--- config.mk ---
export PLATFORM = sky130hd
export DESIGN_NAME = dbg_chain_master_flat
export DESIGN_NICKNAME = d
export VERILOG_FILES = /design/src/rtl/dbg_chain_master_if.sv /design/src/rtl/dbg_chain_master.sv /design/src/flat_wrapper.sv
export SDC_FILE = /design/constraint.sdc
export NUM_CORES = 1
export LEC_CHECK = 0
export ABC_AREA = 1
export BUFFER_PORTS_ARGS = -buffer_cell sky130_fd_sc_hd__buf_4
export CAP_MARGIN = 40
export CELL_PAD_IN_SITES_DETAIL_PLACEMENT = 0
export CELL_PAD_IN_SITES_GLOBAL_PLACEMENT = 1
export CORE_UTILIZATION = 38
export CTS_CLUSTER_SIZE = 16
export DETAILED_ROUTE_END_ITERATION = 7
export PLACE_DENSITY = 0.89
export SLEW_MARGIN = 20
export SYNTH_ARGS = -nofsm -noshare
export SYNTH_HDL_FRONTEND = slang
export SYNTH_SLANG_ARGS = --single-unit
--- constraint.sdc ---
create_clock -name clkIn -period 1.85 [get_ports clkIn]
set_clock_uncertainty 0.2 [all_clocks]
set_input_delay 0.0925 -clock clkIn [delete_from_list [all_inputs] [get_ports clkIn]]
set_output_delay 0.0925 -clock clkIn [all_outputs]
set_load 0.02 [all_outputs]
--- src/rtl/dbg_chain_master_if.sv ---
// Command/response bundle between a host bridge (UART or bus) and dbg_chain_master.
// Valid/ready on both directions; the bridge is master, the chain engine is slave.
interface dbg_chain_master_if #(
    parameter int DATA_W = 32,
    parameter int LEN_W  = 6
);
    logic              cmd_valid;
    logic              cmd_ready;
    logic              cmd_mode;
    logic [LEN_W-1:0]  cmd_len;
    logic [DATA_W-1:0] cmd_data;
    logic              cmd_step;
    logic              rsp_valid;
    logic              rsp_ready;
    logic [DATA_W-1:0] rsp_data;

    modport master (
        output cmd_valid, cmd_mode, cmd_len, cmd_data, cmd_step, rsp_ready,
        input  cmd_ready, rsp_valid, rsp_data
    );

    modport slave (
        input  cmd_valid, cmd_mode, cmd_len, cmd_data, cmd_step, rsp_ready,
        output cmd_ready, rsp_valid, rsp_data
    );
endinterface

--- src/rtl/dbg_chain_master.sv ---
// Drives the sm_top debug shift chain from one command: shift L bits (2*L*CLK_DIV cycles), update, optional CPU step.
// One command in flight; the response is held until rsp_ready and new commands are refused until then.
module dbg_chain_master #(
    parameter int DATA_W  = 32,
    parameter int LEN_W   = 6,
    parameter int CLK_DIV = 2
) (
    input  logic              clkIn,
    input  logic              rst_n,
    dbg_chain_master_if.slave cmd_if,
    output logic              busy,
    output logic              mode,
    output logic              shift_dr,
    output logic              clk_dr,
    output logic              update_dr,
    output logic              clk_cpu,
    output logic              s_data_in,
    input  logic              s_data_out
);
    localparam int PRE_W = (CLK_DIV > 1) ? $clog2(CLK_DIV) : 1;
    localparam int IDX_W = (DATA_W > 1) ? $clog2(DATA_W) : 1;

    typedef enum logic [2:0] {
        S_IDLE,
        S_SHIFT,
        S_UPDATE,
        S_STEP,
        S_RESP
    } state_t;

    state_t            state_q, state_d;
    logic [PRE_W-1:0]  pre_q, pre_d;
    logic [IDX_W-1:0]  bit_q, bit_d;
    logic [IDX_W-1:0]  last_q, last_d;
    logic [DATA_W-1:0] dat_q, dat_d;
    logic [DATA_W-1:0] cap_q, cap_d;
    logic [DATA_W-1:0] rsp_data_q, rsp_data_d;
    logic              step_q, step_d;
    logic              cmd_ready_q, cmd_ready_d;
    logic              rsp_valid_q, rsp_valid_d;
    logic              busy_q, busy_d;
    logic              mode_q, mode_d;
    logic              shift_q, shift_d;
    logic              clk_dr_q, clk_dr_d;
    logic              update_q, update_d;
    logic              clk_cpu_q, clk_cpu_d;
    logic              sdin_q, sdin_d;

    logic              tick;
    logic              accept;
    logic [LEN_W:0]    len_ext;
    logic [IDX_W-1:0]  last_eff;

    assign tick    = (pre_q == PRE_W'(CLK_DIV - 1));
    assign accept  = (state_q == S_IDLE) && cmd_if.cmd_valid && cmd_ready_q;
    assign len_ext = {1'b0, cmd_if.cmd_len};

    // Length is kept as the index of the last bit; 0 or oversize means a full word.
    always_comb begin
        if (len_ext == '0 || len_ext > (LEN_W+1)'(DATA_W)) begin
            last_eff = IDX_W'(DATA_W - 1);
        end else begin
            last_eff = IDX_W'(len_ext - 1'b1);
        end
    end

    always_comb begin
        state_d     = state_q;
        pre_d       = tick ? '0 : pre_q + 1'b1;
        bit_d       = bit_q;
        last_d      = last_q;
        dat_d       = dat_q;
        cap_d       = cap_q;
        rsp_data_d  = rsp_data_q;
        step_d      = step_q;
        cmd_ready_d = cmd_ready_q;
        rsp_valid_d = rsp_valid_q;
        busy_d      = busy_q;
        mode_d      = mode_q;
        shift_d     = shift_q;
        clk_dr_d    = clk_dr_q;
        update_d    = update_q;
        clk_cpu_d   = clk_cpu_q;
        sdin_d      = sdin_q;

        case (state_q)
            S_IDLE: begin
                pre_d = '0;
                if (accept) begin
                    state_d     = S_SHIFT;
                    mode_d      = cmd_if.cmd_mode;
                    step_d      = cmd_if.cmd_step;
                    last_d      = last_eff;
                    bit_d       = '0;
                    cap_d       = '0;
                    sdin_d      = cmd_if.cmd_data[0];
                    dat_d       = cmd_if.cmd_data >> 1;
                    shift_d     = 1'b1;
                    clk_dr_d    = 1'b0;
                    busy_d      = 1'b1;
                    cmd_ready_d = 1'b0;
                end
            end

            // clk_dr_q doubles as the half-bit phase: low half ends in a capture, high half in a data advance.
            S_SHIFT: begin
                if (tick) begin
                    if (!clk_dr_q) begin
                        clk_dr_d     = 1'b1;
                        cap_d[bit_q] = s_data_out;
                    end else begin
                        clk_dr_d = 1'b0;
                        if (bit_q == last_q) begin
                            state_d  = S_UPDATE;
                            pre_d    = '0;
                            shift_d  = 1'b0;
                            sdin_d   = 1'b0;
                            update_d = 1'b1;
                        end else begin
                            sdin_d = dat_q[0];
                            dat_d  = dat_q >> 1;
                            bit_d  = bit_q + 1'b1;
                        end
                    end
                end
            end

            S_UPDATE: begin
                if (tick) begin
                    update_d = 1'b0;
                    pre_d    = '0;
                    if (step_q) begin
                        state_d   = S_STEP;
                        clk_cpu_d = 1'b1;
                    end else begin
                        state_d     = S_RESP;
                        rsp_valid_d = 1'b1;
                        rsp_data_d  = cap_q;
                    end
                end
            end

            // High phase then an equal low phase before the response, so the CPU clock is a full period.
            S_STEP: begin
                if (tick) begin
                    if (clk_cpu_q) begin
                        clk_cpu_d = 1'b0;
                    end else begin
                        state_d     = S_RESP;
                        pre_d       = '0;
                        rsp_valid_d = 1'b1;
                        rsp_data_d  = cap_q;
                    end
                end
            end

            S_RESP: begin
                pre_d = '0;
                if (cmd_if.rsp_ready) begin
                    state_d     = S_IDLE;
                    rsp_valid_d = 1'b0;
                    mode_d      = 1'b0;
                    busy_d      = 1'b0;
                    cmd_ready_d = 1'b1;
                end
            end

            default: begin
                state_d     = S_IDLE;
                pre_d       = '0;
                cmd_ready_d = 1'b1;
                rsp_valid_d = 1'b0;
                busy_d      = 1'b0;
                mode_d      = 1'b0;
                shift_d     = 1'b0;
                clk_dr_d    = 1'b0;
                update_d    = 1'b0;
                clk_cpu_d   = 1'b0;
                sdin_d      = 1'b0;
            end
        endcase
    end

    always_ff @(posedge clkIn or negedge rst_n) begin
        if (!rst_n) begin
            state_q     <= S_IDLE;
            pre_q       <= '0;
            bit_q       <= '0;
            last_q      <= '0;
            dat_q       <= '0;
            cap_q       <= '0;
            rsp_data_q  <= '0;
            step_q      <= 1'b0;
            cmd_ready_q <= 1'b1;
            rsp_valid_q <= 1'b0;
            busy_q      <= 1'b0;
            mode_q      <= 1'b0;
            shift_q     <= 1'b0;
            clk_dr_q    <= 1'b0;
            update_q    <= 1'b0;
            clk_cpu_q   <= 1'b0;
            sdin_q      <= 1'b0;
        end else begin
            state_q     <= state_d;
            pre_q       <= pre_d;
            bit_q       <= bit_d;
            last_q      <= last_d;
            dat_q       <= dat_d;
            cap_q       <= cap_d;
            rsp_data_q  <= rsp_data_d;
            step_q      <= step_d;
            cmd_ready_q <= cmd_ready_d;
            rsp_valid_q <= rsp_valid_d;
            busy_q      <= busy_d;
            mode_q      <= mode_d;
            shift_q     <= shift_d;
            clk_dr_q    <= clk_dr_d;
            update_q    <= update_d;
            clk_cpu_q   <= clk_cpu_d;
            sdin_q      <= sdin_d;
        end
    end

    assign cmd_if.cmd_ready = cmd_ready_q;
    assign cmd_if.rsp_valid = rsp_valid_q;
    assign cmd_if.rsp_data  = rsp_data_q;
    assign busy             = busy_q;
    assign mode             = mode_q;
    assign shift_dr         = shift_q;
    assign clk_dr           = clk_dr_q;
    assign update_dr        = update_q;
    assign clk_cpu          = clk_cpu_q;
    assign s_data_in        = sdin_q;
endmodule

--- src/flat_wrapper.sv ---
// flat-port wrapper written by rule: the top's interface ports become plain ports
module dbg_chain_master_flat 
#(
    parameter int DATA_W  = 32,
    parameter int LEN_W   = 6,
    parameter int CLK_DIV = 2
)
  (clkIn, rst_n, busy, mode, shift_dr, clk_dr, update_dr, clk_cpu, s_data_in, s_data_out, cmd_if_cmd_valid, cmd_if_cmd_mode, cmd_if_cmd_len, cmd_if_cmd_data, cmd_if_cmd_step, cmd_if_rsp_ready, cmd_if_cmd_ready, cmd_if_rsp_valid, cmd_if_rsp_data);
  dbg_chain_master_if #(.DATA_W(DATA_W), .LEN_W(LEN_W)) cmd_if_i ();
  input  logic clkIn;
  input  logic rst_n;
  output logic busy;
  output logic mode;
  output logic shift_dr;
  output logic clk_dr;
  output logic update_dr;
  output logic clk_cpu;
  output logic s_data_in;
  input  logic s_data_out;
  input wire logic [$bits(cmd_if_i.cmd_valid)-1:0] cmd_if_cmd_valid;
  input wire logic [$bits(cmd_if_i.cmd_mode)-1:0] cmd_if_cmd_mode;
  input wire logic [$bits(cmd_if_i.cmd_len)-1:0] cmd_if_cmd_len;
  input wire logic [$bits(cmd_if_i.cmd_data)-1:0] cmd_if_cmd_data;
  input wire logic [$bits(cmd_if_i.cmd_step)-1:0] cmd_if_cmd_step;
  input wire logic [$bits(cmd_if_i.rsp_ready)-1:0] cmd_if_rsp_ready;
  output wire logic [$bits(cmd_if_i.cmd_ready)-1:0] cmd_if_cmd_ready;
  output wire logic [$bits(cmd_if_i.rsp_valid)-1:0] cmd_if_rsp_valid;
  output wire logic [$bits(cmd_if_i.rsp_data)-1:0] cmd_if_rsp_data;
  assign cmd_if_i.cmd_valid = cmd_if_cmd_valid;
  assign cmd_if_i.cmd_mode = cmd_if_cmd_mode;
  assign cmd_if_i.cmd_len = cmd_if_cmd_len;
  assign cmd_if_i.cmd_data = cmd_if_cmd_data;
  assign cmd_if_i.cmd_step = cmd_if_cmd_step;
  assign cmd_if_i.rsp_ready = cmd_if_rsp_ready;
  assign cmd_if_cmd_ready = cmd_if_i.cmd_ready;
  assign cmd_if_rsp_valid = cmd_if_i.rsp_valid;
  assign cmd_if_rsp_data = cmd_if_i.rsp_data;
  dbg_chain_master #(.DATA_W(DATA_W), .LEN_W(LEN_W), .CLK_DIV(CLK_DIV)) u_core (.clkIn(clkIn), .rst_n(rst_n), .cmd_if(cmd_if_i), .busy(busy), .mode(mode), .shift_dr(shift_dr), .clk_dr(clk_dr), .update_dr(update_dr), .clk_cpu(clk_cpu), .s_data_in(s_data_in), .s_data_out(s_data_out));
endmodule
==> results of run 1 <==
[final timing paths]
path | start | end | slack (ns)
min reg2reg | u_core.dat_q[16] | u_core.dat_q[16] | 0.27
min in group asynchronous | rst_n | u_core.cmd_if.rsp_data[25] | 0.04
max in group asynchronous | rst_n | u_core.cap_q[14] | 0.73
max reg2reg | u_core.cmd_if.cmd_ready | u_core.dat_q[25] | 0.003
max | u_core.cmd_if.cmd_ready | u_core.dat_q[25] | 0.003
min | s_data_out | u_core.cap_q[1] | 0.02
[repair_timing]
item / 4_1_cts / 5_1_grt
hold buffers: 45 / 1
resized for setup: 1 / 75
cloned: 1 / 7
pin swaps: 0 / 9
endpoints found under the hold margin: 161 / 1
setup endpoints to repair: 7 / 113
setup buffers: 1 / 13
[power by group through the flow]
| stage | sequential, µW | clock (µW) | combinational [µW] |
|---|---|---|---|
| floorplan | 3650 | 0 | 3690 |
| global placement | 3590 | 0 | 5390 |
| detailed placement | 3580 | 0 | 5480 |
| CTS | 3560 | 3540 | 5850 |
| global route | 3710 | 3640 | 8150 |
| finish | 3650 | 3470 | 7440 |
[placed cells by master, fill, tap and decap left out, types with 2 or more instances in the layout]
cell | Yosys | routed
sky130_fd_sc_hd__inv_2 | 2 | 3
sky130_fd_sc_hd__nor2_2 | 1 | 5
sky130_fd_sc_hd__buf_6 | 3 | 7
sky130_fd_sc_hd__ha_1 | 5 | 5
sky130_fd_sc_hd__nand3_2 | 0 | 8
sky130_fd_sc_hd__nand3_1 | 79 | 71
sky130_fd_sc_hd__clkbuf_1 | 12 | 2
sky130_fd_sc_hd__buf_4 | 4 | 121
sky130_fd_sc_hd__clkbuf_16 | 0 | 22
sky130_fd_sc_hd__dfrtp_2 | 0 | 2
sky130_fd_sc_hd__nor2_1 | 35 | 29
sky130_fd_sc_hd__clkinv_2 | 0 | 2
sky130_fd_sc_hd__nand3b_1 | 2 | 2
sky130_fd_sc_hd__nand4_1 | 6 | 6
sky130_fd_sc_hd__nand2_1 | 345 | 313
sky130_fd_sc_hd__inv_1 | 90 | 88
sky130_fd_sc_hd__nor2_4 | 0 | 2
sky130_fd_sc_hd__xor2_1 | 2 | 2
sky130_fd_sc_hd__nand2_2 | 2 | 26
sky130_fd_sc_hd__nand2_4 | 3 | 12
sky130_fd_sc_hd__clkinvlp_4 | 0 | 5
sky130_fd_sc_hd__a21oi_1 | 6 | 6
sky130_fd_sc_hd__bufinv_16 | 0 | 4
sky130_fd_sc_hd__o21ai_0 | 61 | 58
sky130_fd_sc_hd__dlygate4sd3_1 | 0 | 45
sky130_fd_sc_hd__buf_12 | 0 | 10
sky130_fd_sc_hd__dfrtp_1 | 118 | 116
sky130_fd_sc_hd__o21ai_1 | 10 | 11
sky130_fd_sc_hd__xnor2_1 | 2 | 2
[layer usage]
metal  routed length, µm  part of all wire, %  global-route usage (%)
met1                7340                   47                    25.0
met2                7550                   48                    32.3
met3                 571                  3.6                    4.34
met4                 244                  1.6                    7.06
met5                   0                    0                       0
[worst register-to-register path, cell delays in order (launching register included)]
cell                        delay, ns
sky130_fd_sc_hd__dfstp_2         0.55
sky130_fd_sc_hd__nand2_2         0.09
sky130_fd_sc_hd__nand2_4         0.10
sky130_fd_sc_hd__nand2_4         0.07
sky130_fd_sc_hd__nor3_4          0.24
sky130_fd_sc_hd__nand2_4         0.17
sky130_fd_sc_hd__clkbuf_16       0.21
sky130_fd_sc_hd__nand2_2         0.06
sky130_fd_sc_hd__nand2_1         0.04
[cell usage after synthesis (2+ instances only)]
cell type                  instances  area [µm²]
sky130_fd_sc_hd__nand4_1           6        37.5
sky130_fd_sc_hd__buf_6             3        33.8
sky130_fd_sc_hd__xor2_1            2        17.5
sky130_fd_sc_hd__buf_1             5        18.8
sky130_fd_sc_hd__ha_1              5        62.6
sky130_fd_sc_hd__nand3b_1          2        15.0
sky130_fd_sc_hd__buf_4             4        30.0
sky130_fd_sc_hd__o21ai_1          10        50.1
sky130_fd_sc_hd__clkbuf_1         12        45.0
sky130_fd_sc_hd__nand2_4           3        33.8
sky130_fd_sc_hd__inv_2             2        7.51
sky130_fd_sc_hd__nor2_1           35         131
sky130_fd_sc_hd__buf_2            16        80.1
sky130_fd_sc_hd__a21oi_1           6        30.0
sky130_fd_sc_hd__nand2_2           2        12.5
sky130_fd_sc_hd__nand2_1         345        1290
sky130_fd_sc_hd__xnor2_1           2        17.5
sky130_fd_sc_hd__dfrtp_1         118        2950
sky130_fd_sc_hd__clkbuf_2          2        10.0
sky130_fd_sc_hd__o21ai_0          61         305
sky130_fd_sc_hd__inv_1            90         338
sky130_fd_sc_hd__nand3_1          79         395
[sequential cells by signal, indices dropped and copies added, names as in the netlist, 3 cells and up]
signal,cells
u_core.bit_q,5
u_core.cap_q,32
u_core.cmd_if.rsp_data,32
u_core.dat_q,31
u_core.last_q,5
u_core.state_q,3
[final cells by class]
cell class              instances  area [µm²]
clock buffers                  20         447
clock inverters                12         176
fillers                      1426        6590
inverters                      92         350
multi-input cells             567        2700
flip-flops and latches        119        2980
well taps                     211         264
repair buffers                190        1810
[cells by family after synthesis]
group / Yosys count
adder cells (fa/ha/maj): 5
buffers and inverters: 134
AND/OR/NAND/NOR: 476
XOR/XNOR: 4
AO/OA/AOI/OAI: 81
flip-flops: 119
[per-stage QoR]
step | cell area, µm² | hold slack (ns) | power (µW) | TNS [ns]
5_1_grt | 8720 | 0.0317 | 15500 | -2.62
2_1_floorplan | 6010 | -0.403 | 7340 | 0
6_report | 8720 | 0.0179 | 14600 | 0
3_3_place_gp | 7130 | -0.0702 | 8990 | 0
3_5_place_dp | 7130 | -0.0613 | 9060 | 0
4_1_cts | 8240 | 0.00198 | 12900 | -0.00618
==> impl_results.rst, run 1 <==
.. list-table::
   :header-rows: 1

   * - Metric
     - Value
   * - Initial standard-cell utilization of the core
     - 39.3%
   * - Library cells used by synthesis
     - 31
   * - Hold path cells
     - 6
   * - Lkg Pwr
     - 0.00463 µW
   * - Buffer type at the clock tree root
     - sky130_fd_sc_hd__clkbuf_16
   * - Post-synthesis cell count
     - 819
   * - Estimated wirelength of the detail-placed design
     - 9.35 mm
   * - Worst min path class
     - in -> reg
   * - Wire length per cell after detailed routing
     - 13.0 µm
   * - Layout overhead on the synthesized area
     - 45.1%
   * - Area of the die
     - 16300 µm²
   * - Setup slack of the critical path after layout
     - 0.00332 ns
   * - Nets@finish
     - 1037
   * - Post-layout utilization of the core
     - 57.0%
   * - Via count
     - 5690
   * - Total global routing overflow
     - 0
   * - Number of diodes added for antenna fixing
     - 0
   * - Count of placed standard cells in the final layout, fillers left out
     - 1211
   * - Initial antenna violation count
     - 0
   * - Proportion of synthesized flip-flops having asynchronous set or reset
     - 100%
   * - Syn_nets
     - 869
   * - Seq/Total Area, Yosys
     - 49.6%
   * - XOR/XNOR Fraction of Synth Area
     - less than 1%
   * - Core area
     - 15300 µm²
   * - Number of H-tree levels
     - 4
   * - DP Worst Slack
     - 0.00968 ns
   * - Clock power frac
     - 23.8%
   * - Startpoint Class
     - flip-flop
   * - Count of pins on the block boundary
     - 86
   * - Via-to-Cell Ratio
     - 4.70
   * - Vias in the first global route
     - 5304
   * - Cell internal power dissipation
     - 8720 µW
   * - Fmax
     - ~540 MHz
   * - Vertical die dimension
     - roughly 130 µm
   * - Total power density per cell area
     - 1670 nW/µm²
   * - PortBufs
     - 85
   * - Critical path cell sequence
     - nand2_2, nand2_4, nand2_4, nor3_4, nand2_4, clkbuf_16, nand2_2, nand2_1
   * - Gr usage total
     - 19.5%
   * - Netlist Area Pre-Place
     - 6010 µm²
   * - Total of endpoints with negative setup slack in the final report
     - 0
   * - Data arrival time of the worst path
     - roughly 2.0 ns
   * - Dominant combinational cell family by area after synthesis
     - simple AND/OR/NAND/NOR gates
   * - Critical path class
     - reg -> reg
   * - Worst max-slew margin expressed relative to the limit
     - 60.6%
   * - Maximum number of pins on one net before global-route repair
     - 43
   * - Max Cap Violations
     - 0
   * - Worst IR drop on VDD
     - between 800 and 900 µV
   * - Share of layout cells above drive strength 1
     - roughly a quarter
   * - Number of cells on the critical path
     - 8
   * - Combinational fraction of design power
     - between 50% and 60%
   * - Endpoints failing hold
     - 0
   * - Synthesized-area fraction occupied by ao, oa, aoi and oai cells
     - roughly 7%
   * - Weighted congestion at the end of routability-driven global placement
     - 0.796
   * - Number of slew-limit violations in the final report
     - 0
   * - Minimum clock period
     - 1.85 ns
   * - Adder and majority gate portion of the synthesized area
     - 1.04%
   * - Worst Path Buf+Inv
     - 1
   * - Part of the cycle the worst path needs
     - 99.8%
   * - Clock insertion delay at the later pin of the skew report
     - 0.42 ns
   * - Remaining DRCs
     - 0
   * - Buffer depth of the longest clock path
     - 2
   * - Top flip-flop cell by instance count after synthesis
     - sky130_fd_sc_hd__dfrtp_1
   * - Top cell family by delay on the critical path
     - simple AND/OR/NAND/NOR gates
   * - Number of synthesis warnings
     - 0
   * - Slew at the pin closest to its max-slew limit
     - between 0.5 and 0.6 ns
   * - Register clock-pin slew on the reported worst setup and hold paths
     - 0.06 ns
   * - Share of synthesized area spent on multiplexers
     - 0%
   * - Crit. End Element
     - flip-flop
   * - Number of flops mapped to enable cells by yosys
     - 0
   * - Number of detailed-routing iterations run before antenna repair
     - 5
   * - Placed instance count
     - 1112
   * - Sw frac
     - 40.1%
   * - Critical-path maximum fanout
     - 6
   * - Worst endpoint required time
     - 1.96 ns
   * - Std-Cell Rows
     - 45
   * - First-pass GRT wire length
     - 25.3 mm
   * - Net switching power
     - slightly below 6000 µW
   * - Simple-gate portion of the synthesized area
     - between 30% and 40%
   * - Initial drt markers
     - ~340
   * - Max incr delay on CP
     - about 0.55 ns
   * - Run status
     - complete, no violations
   * - Floorplan die width
     - approximately 130 µm
   * - Cell repeated most along the worst path
     - sky130_fd_sc_hd__nand2_4
   * - Number of buffers created by CTS
     - 17
   * - RSZ-0062 raised after global routing
     - yes
   * - R2R depth
     - 8
   * - CTS tree
     - done
   * - CTS sink cnt
     - 119
   * - Relative contribution of sequential cells to total power
     - roughly a quarter
   * - Slowest CP cell
     - sky130_fd_sc_hd__dfstp_2
   * - Number of synthesized register bits
     - 119
   * - Post-synthesis area per instance
     - 7.34 µm²
   * - Post-detailed-route count of antenna-violating nets
     - 0
   * - Total routed wirelength
     - roughly 16 mm
Note: power is estimated with default switching activity, not from simulation.
==> run 2: changes to the inputs <==
--- a/config.mk
+++ b/config.mk
@@ -13,6 +13,7 @@
 export CORE_UTILIZATION = 38
 export CTS_CLUSTER_SIZE = 16
 export DETAILED_ROUTE_END_ITERATION = 7
+export GPL_TIMING_DRIVEN = 0
 export PLACE_DENSITY = 0.89
 export SLEW_MARGIN = 20
 export SYNTH_ARGS = -nofsm -noshare
==> impl_results.rst, run 2 (same netlist as run 1, synthesis figures left out) <==
.. list-table::
   :header-rows: 1

   * - Metric
     - Value
   * - Run status
     - finished, violations left
   * - Violations in the final reports
     - negative setup slack
   * - Worst IR drop on VDD
     - 1090 µV
   * - Vias in the first global route
     - approximately 5200
   * - Buffer depth of the longest clock path
     - 2
   * - PortBufs
     - 85
   * - Final std cell area, no fill
     - between 8000 and 9000 µm²
   * - Post-layout utilization of the core
     - 57.0%
   * - Via count
     - 5651
   * - Met2 wire length
     - 7.54 mm
   * - Worst R2R End
     - u_core.bit_q[0]
   * - Number of slew-limit violations in the final report
     - 0
   * - Buffer type at the clock tree root
     - sky130_fd_sc_hd__clkbuf_16
   * - Sw frac
     - 39.7%
   * - Origin of the worst setup path
     - u_core.state_q[2]
   * - Net switching power
     - 5850 µW
   * - Critical-path maximum fanout
     - 10
   * - Highest routed layer
     - met4
   * - First-pass GRT wire length
     - 25.7 mm
   * - Worst min path class
     - in -> async
   * - Cell repeated most along the worst path
     - sky130_fd_sc_hd__nand2_8
   * - CTS sink cnt
     - 119
   * - Floorplan die width
     - 128 µm
   * - Relative contribution of sequential cells to total power
     - between 20% and 30%
   * - Number of H-tree levels
     - 4
   * - Total power density per cell area
     - between 1500 and 2000 nW/µm²
   * - Combinational fraction of design power
     - a little over half
   * - Minimum clock period
     - 1.88 ns
   * - Total of endpoints with negative setup slack in the final report
     - 33
   * - R2R depth
     - 12
   * - Flop-to-flop setup slack
     - -0.03 ns
   * - Estimated wirelength of the detail-placed design
     - between 9 and 10 mm
   * - Top cell family by delay on the critical path
     - simple AND/OR/NAND/NOR gates
   * - Worst max-slew margin expressed relative to the limit
     - a little under two thirds
   * - Vertical die dimension
     - ~130 µm
   * - Cell internal power dissipation
     - a little under 9000 µW
   * - Amount of wire on met3 after detailed routing
     - 544 µm
   * - Detailed-route wire length on metal 1
     - between 7 and 8 mm
   * - Fmax
     - 532 MHz
   * - Worst endpoint required time
     - 2.00 ns
   * - Placed cell areas
     - 6950 µm²
   * - Worst Path Buf+Inv
     - 4
   * - Wire length per cell after detailed routing
     - roughly 13 µm
   * - Startpoint Class
     - flip-flop
   * - Post-detailed-route count of antenna-violating nets
     - 0
   * - Number of buffers created by CTS
     - 17
   * - Worst Hold Margin
     - 0.0153 ns
   * - Nets@finish
     - 1051
   * - Core area
     - about 15000 µm²
   * - Remaining DRCs
     - 0
   * - Beginning of the worst register-to-register path
     - u_core.state_q[2]
   * - Clock power frac
     - 23.1%
   * - Area of the die
     - 16300 µm²
   * - Initial antenna violation count
     - 0
   * - Initial drt markers
     - 337
   * - Share of layout cells above drive strength 1
     - about a quarter
   * - CTS tree
     - done
   * - Total global routing overflow
     - 0
   * - Clock insertion delay at the later pin of the skew report
     - 0.41 ns
   * - Endpoints failing hold
     - 0
   * - Number of cells on the critical path
     - 12
   * - Total routed wirelength
     - 15.5 mm
   * - Slowest CP cell
     - sky130_fd_sc_hd__dfrtp_2
   * - Critical path class
     - reg -> reg
   * - Layout overhead on the synthesized area
     - 45.2%
   * - Register clock-pin slew on the reported worst setup and hold paths
     - approximately 0.05 ns
   * - Maximum number of pins on one net before global-route repair
     - 64
   * - Max Cap Violations
     - 0
   * - Critical path cell sequence
     - buf_6, nor2_4, nand2_4, inv_8, nand2_8, nand2_8, nor3_4, buf_12, nand2_8, buf_8, nand2_1, nand2_1
   * - Via-to-Cell Ratio
     - approximately 4.6
   * - Commonest cells after routing, fill and taps aside
     - sky130_fd_sc_hd__nand2_1 (321), sky130_fd_sc_hd__buf_4 (121), sky130_fd_sc_hd__dfrtp_1 (112)
   * - Number of diodes added for antenna fixing
     - 0
   * - Initial standard-cell utilization of the core
     - 39.3%
   * - Placed instance count
     - about 1100
   * - Count of placed standard cells in the final layout, fillers left out
     - 1225
   * - Most common cell after layout, fill and taps aside
     - sky130_fd_sc_hd__nand2_1
   * - Slew at the pin closest to its max-slew limit
     - 0.542 ns
   * - Post-route total power
     - 14700 µW
   * - Weighted congestion at the end of routability-driven global placement
     - slightly above 0.8
   * - Part of the cycle the worst path needs
     - 102%
   * - Lkg Pwr
     - 0.00467 µW
   * - Std-Cell Rows
     - 45
   * - Max incr delay on CP
     - 0.44 ns
   * - Data arrival time of the worst path
     - approximately 2.0 ns
   * - RSZ-0062 raised after global routing
     - yes
   * - Worst setup path endpoint
     - u_core.bit_q[0]
   * - Setup slack of the critical path after layout
     - -0.0309 ns
   * - Crit. End Element
     - flip-flop
   * - Number of detailed-routing iterations run before antenna repair
     - 5
   * - Count of pins on the block boundary
     - 86
   * - Gr usage total
     - 19.9%
==> run 2: cell type report <==
class,count,area [µm²]
Sequential cell,119,2990
Timing Repair Buffer,163,1440
Buffer,41,355
Tap cell,211,264
Fill cell,1439,6580
Multi-Input combinational cell,567,2720
Inverter,92,353
Clock buffer,24,502
Clock inverter,8,118
==> run 2: how the worst min path moves through the flow <==
| stage | from | depth (start not counted) | end | slack [ns] |
|---|---|---|---|---|
| after floorplan | rst_n | 0 | u_core.bit_q[0] | -0.40 |
| after global placement | cmd_if_cmd_mode | 3 | u_core.mode | 0.1 |
| after detailed placement | rst_n | 1 | u_core.cmd_if.rsp_data[27] | -0.11 |
| after CTS | cmd_if_cmd_valid | 5 | u_core.busy | 0.005 |
| after global routing | rst_n | 2 | u_core.cmd_if.rsp_data[27] | 0.05 |
| final | rst_n | 2 | u_core.cmd_if.rsp_data[27] | 0.02 |
==> run 2: stage by stage <==
step / worst slack (ns) / TNS, ns
after global routing: -0.0950 / -3.85
final: -0.0309 / -0.449
after floorplan: 0.0145 / 0
after detailed placement: -0.418 / -35.77
after CTS: -0.0168 / -0.0778
after global placement: -0.414 / -34.66
==> run 2: metal layers <==
metal	global-route usage, %	vias to the layer above
met5	0	-
met4	7.13	0
met3	4.72	15
met2	32.1	106
met1	26.2	2606
li1	-	2924
==> run 2: repair_timing <==
item                                   CTS  global route
buffers inserted                        22             9
setup endpoints to repair              113           110
cloned                                   3             2
hold buffers                            43             0
endpoints found under the hold margin  163             0
pin swaps                                2            22
resized for setup                       60           108
==> run 2: power groups by stage <==
stage	Combinational, µW	Sequential (µW)	Clock (µW)
after CTS	6530	3590	3460
after detailed placement	5250	3590	0
after global placement	5220	3580	0
after global routing	8390	3700	3620
final	7680	3640	3410
after floorplan	3690	3650	0
==> run 2: worst reg2reg max path, stage by stage, from the launching register on <==
cell                      delay [ns]
sky130_fd_sc_hd__dfrtp_2        0.44
sky130_fd_sc_hd__buf_6          0.14
sky130_fd_sc_hd__nor2_4         0.15
sky130_fd_sc_hd__nand2_4        0.11
sky130_fd_sc_hd__inv_8          0.09
sky130_fd_sc_hd__nand2_8        0.07
sky130_fd_sc_hd__nand2_8        0.08
sky130_fd_sc_hd__nor3_4         0.04
sky130_fd_sc_hd__buf_12         0.15
sky130_fd_sc_hd__nand2_8        0.10
sky130_fd_sc_hd__buf_8          0.14
sky130_fd_sc_hd__nand2_1        0.06
sky130_fd_sc_hd__nand2_1        0.05
==> run 3: changes to the inputs <==
--- a/config.mk
+++ b/config.mk
@@ -6,15 +6,15 @@
 export NUM_CORES = 1
 export LEC_CHECK = 0
 export ABC_AREA = 1
-export BUFFER_PORTS_ARGS = -buffer_cell sky130_fd_sc_hd__buf_4
 export CAP_MARGIN = 40
 export CELL_PAD_IN_SITES_DETAIL_PLACEMENT = 0
 export CELL_PAD_IN_SITES_GLOBAL_PLACEMENT = 1
-export CORE_UTILIZATION = 38
+export CORE_UTILIZATION = 40
 export CTS_CLUSTER_SIZE = 16
 export DETAILED_ROUTE_END_ITERATION = 7
+export DONT_BUFFER_PORTS = 1
 export GPL_TIMING_DRIVEN = 0
-export PLACE_DENSITY = 0.89
+export PLACE_DENSITY = 0.85
 export SLEW_MARGIN = 20
 export SYNTH_ARGS = -nofsm -noshare
 export SYNTH_HDL_FRONTEND = slang
==> impl_results.rst, run 3 (same netlist as run 1, synthesis figures left out) <==
.. list-table::
   :header-rows: 1

   * - Metric
     - Value
   * - Most common cell after layout, fill and taps aside
     - sky130_fd_sc_hd__nand2_1
   * - Worst max-slew margin expressed relative to the limit
     - 66.3%
   * - Total routed wirelength
     - 15.9 mm
   * - Part of the cycle the worst path needs
     - 101%
   * - Flop-to-flop setup slack
     - -0.02 ns
   * - Minimum clock period
     - 1.87 ns
   * - Number of diodes added for antenna fixing
     - 0
   * - Count of pins on the block boundary
     - 86
   * - Setup slack of the critical path after layout
     - -0.0229 ns
   * - Initial drt markers
     - 284
   * - Data arrival time of the worst path
     - 1.98 ns
   * - Total power density per cell area
     - 1820 nW/µm²
   * - RSZ-0062 raised after global routing
     - yes
   * - Slew at the pin closest to its max-slew limit
     - 0.505 ns
   * - First-pass GRT wire length
     - 25.8 mm
   * - Violations in the final reports
     - negative hold slack, negative setup slack
   * - Crit. End Element
     - flip-flop
   * - Vias in the first global route
     - 5184
   * - Post-route total power
     - 14900 µW
   * - Run status
     - finished, violations left
   * - Number of buffers created by CTS
     - 17
   * - Amount of wire on met3 after detailed routing
     - between 700 and 800 µm
   * - Vertical die dimension
     - 125 µm
   * - Share of layout cells above drive strength 1
     - 21.2%
   * - Buffer depth of the longest clock path
     - 2
   * - Critical-path maximum fanout
     - 6
   * - Worst min path class
     - in -> async
   * - Weighted congestion at the end of routability-driven global placement
     - 0.803
   * - Commonest cells after routing, fill and taps aside
     - sky130_fd_sc_hd__nand2_1 (314), sky130_fd_sc_hd__dfrtp_1 (112), sky130_fd_sc_hd__inv_1 (88)
   * - CTS tree
     - done
   * - Highest routed layer
     - met4
   * - R2R depth
     - 11
   * - Worst endpoint required time
     - 1.95 ns
   * - Area of the die
     - 15500 µm²
   * - CTS sink cnt
     - 119
   * - Number of H-tree levels
     - 4
   * - Register clock-pin slew on the reported worst setup and hold paths
     - 0.06 ns
   * - Initial antenna violation count
     - 0
   * - Endpoints failing hold
     - 119
   * - Remaining DRCs
     - 0
   * - Cell repeated most along the worst path
     - sky130_fd_sc_hd__nand2_4
   * - Via-to-Cell Ratio
     - 4.91
   * - Std-Cell Rows
     - between 40 and 50
   * - Clock insertion delay at the later pin of the skew report
     - about 0.41 ns
   * - Number of cells on the critical path
     - 11
   * - Maximum number of pins on one net before global-route repair
     - 120
   * - Gr usage total
     - 20.6%
   * - Worst Path Buf+Inv
     - 4
   * - Estimated wirelength of the detail-placed design
     - roughly 9.6 mm
   * - Detailed-route wire length on metal 1
     - 7.32 mm
   * - Post-CTS Hold Fix Bufs
     - 45
   * - Total of endpoints with negative setup slack in the final report
     - 9
   * - Worst Hold Margin
     - -0.832 ns
   * - Via count
     - 5493
   * - PortBufs
     - 0
   * - Floorplan die width
     - 125 µm
   * - Met2 wire length
     - 7.68 mm
   * - Layout overhead on the synthesized area
     - 36.7%
   * - Number of slew-limit violations in the final report
     - 0
   * - Startpoint Class
     - flip-flop
   * - Beginning of the worst register-to-register path
     - u_core.state_q[1]
   * - Buffer type at the clock tree root
     - sky130_fd_sc_hd__clkbuf_16
   * - Fmax
     - 534 MHz
   * - Critical path class
     - reg -> reg
   * - Top cell family by delay on the critical path
     - simple AND/OR/NAND/NOR gates
   * - Placed cell areas
     - 6240 µm²
   * - Number of detailed-routing iterations run before antenna repair
     - 5
   * - Wire length per cell after detailed routing
     - 14.2 µm
   * - Lkg Pwr
     - 0.00427 µW
   * - Slowest CP cell
     - sky130_fd_sc_hd__dfrtp_2
   * - Final std cell area, no fill
     - 8220 µm²
   * - Initial standard-cell utilization of the core
     - between 40% and 50%
   * - Nets@finish
     - slightly below 1000
   * - Critical path cell sequence
     - nor2_4, nand2_4, inv_8, nand2_8, nand2_4, nor3_4, buf_12, buf_8, clkbuf_16, nand3_1, nand2_1
   * - Max incr delay on CP
     - ~0.44 ns
   * - Worst R2R End
     - u_core.dat_q[5]
   * - Core area
     - 14600 µm²
   * - Max Cap Violations
     - 0
   * - Total global routing overflow
     - 0
   * - Post-detailed-route count of antenna-violating nets
     - 0
   * - Worst IR drop on VDD
     - about 1100 µV
==> run 3: worst max path at each step <==
stage | start | endpoint | slack (ns)
final | u_core.state_q[1] | u_core.dat_q[5] | -0.02
after global routing | u_core.state_q[1] | u_core.dat_q[7] | -0.11
after CTS | u_core.cmd_if.cmd_ready | u_core.dat_q[7] | -0.03
after detailed placement | u_core.state_q[0] | u_core.cap_q[2] | -0.45
after global placement | u_core.state_q[0] | u_core.cap_q[13] | -0.44
after floorplan | u_core.state_q[0] | u_core.bit_q[1] | 0.01
==> run 3: what timing repair did <==
action                                  4_1_cts  5_1_grt
buffers inserted                             18       13
endpoints found under the setup margin      114      109
pin swaps                                    11       31
endpoints found under the hold margin       195      119
gates resized for setup                      83      103
gates cloned                                  7        3
==> run 3: area by class of cell <==
class | instances | area [µm²]
fillers | 1342 | 6370
flip-flops and latches | 119 | 2990
multi-input cells | 568 | 2830
repair buffers | 83 | 858
clock buffers | 23 | 478
inverters | 92 | 359
plain buffers | 41 | 352
well taps | 184 | 230
clock inverters | 8 | 121
==> run 3: through the flow <==
step	utilization, %	worst slack [ns]	cells	TNS [ns]
finish	56.3	-0.0229	1118	-0.112
CTS	53.2	-0.0263	1103	-0.264
global placement	42.8	-0.439	1003	-36.25
global route	56.3	-0.111	1118	-2.85
detailed placement	42.8	-0.451	1003	-37.10
floorplan	-	0.0145	819	0
==> run 3: routing by layer <==
layer  GRT usage, %  vias up
li1               -     2747
met1           27.2     2598
met2           33.3      131
met3           5.63       17
met4           5.17        0
met5              0        -
==> run 3: report_power, final <==
part	internal [µW]	switching [µW]
clock network	2210	1150
registers	3230	580
logic	3410	4360
==> run 3: worst reg2reg max path: cells and delay by family (launching register included) <==
kind	cells	cell delay, ns
buf+inv	4	0.53
simple gates	7	0.60
flops	1	0.44
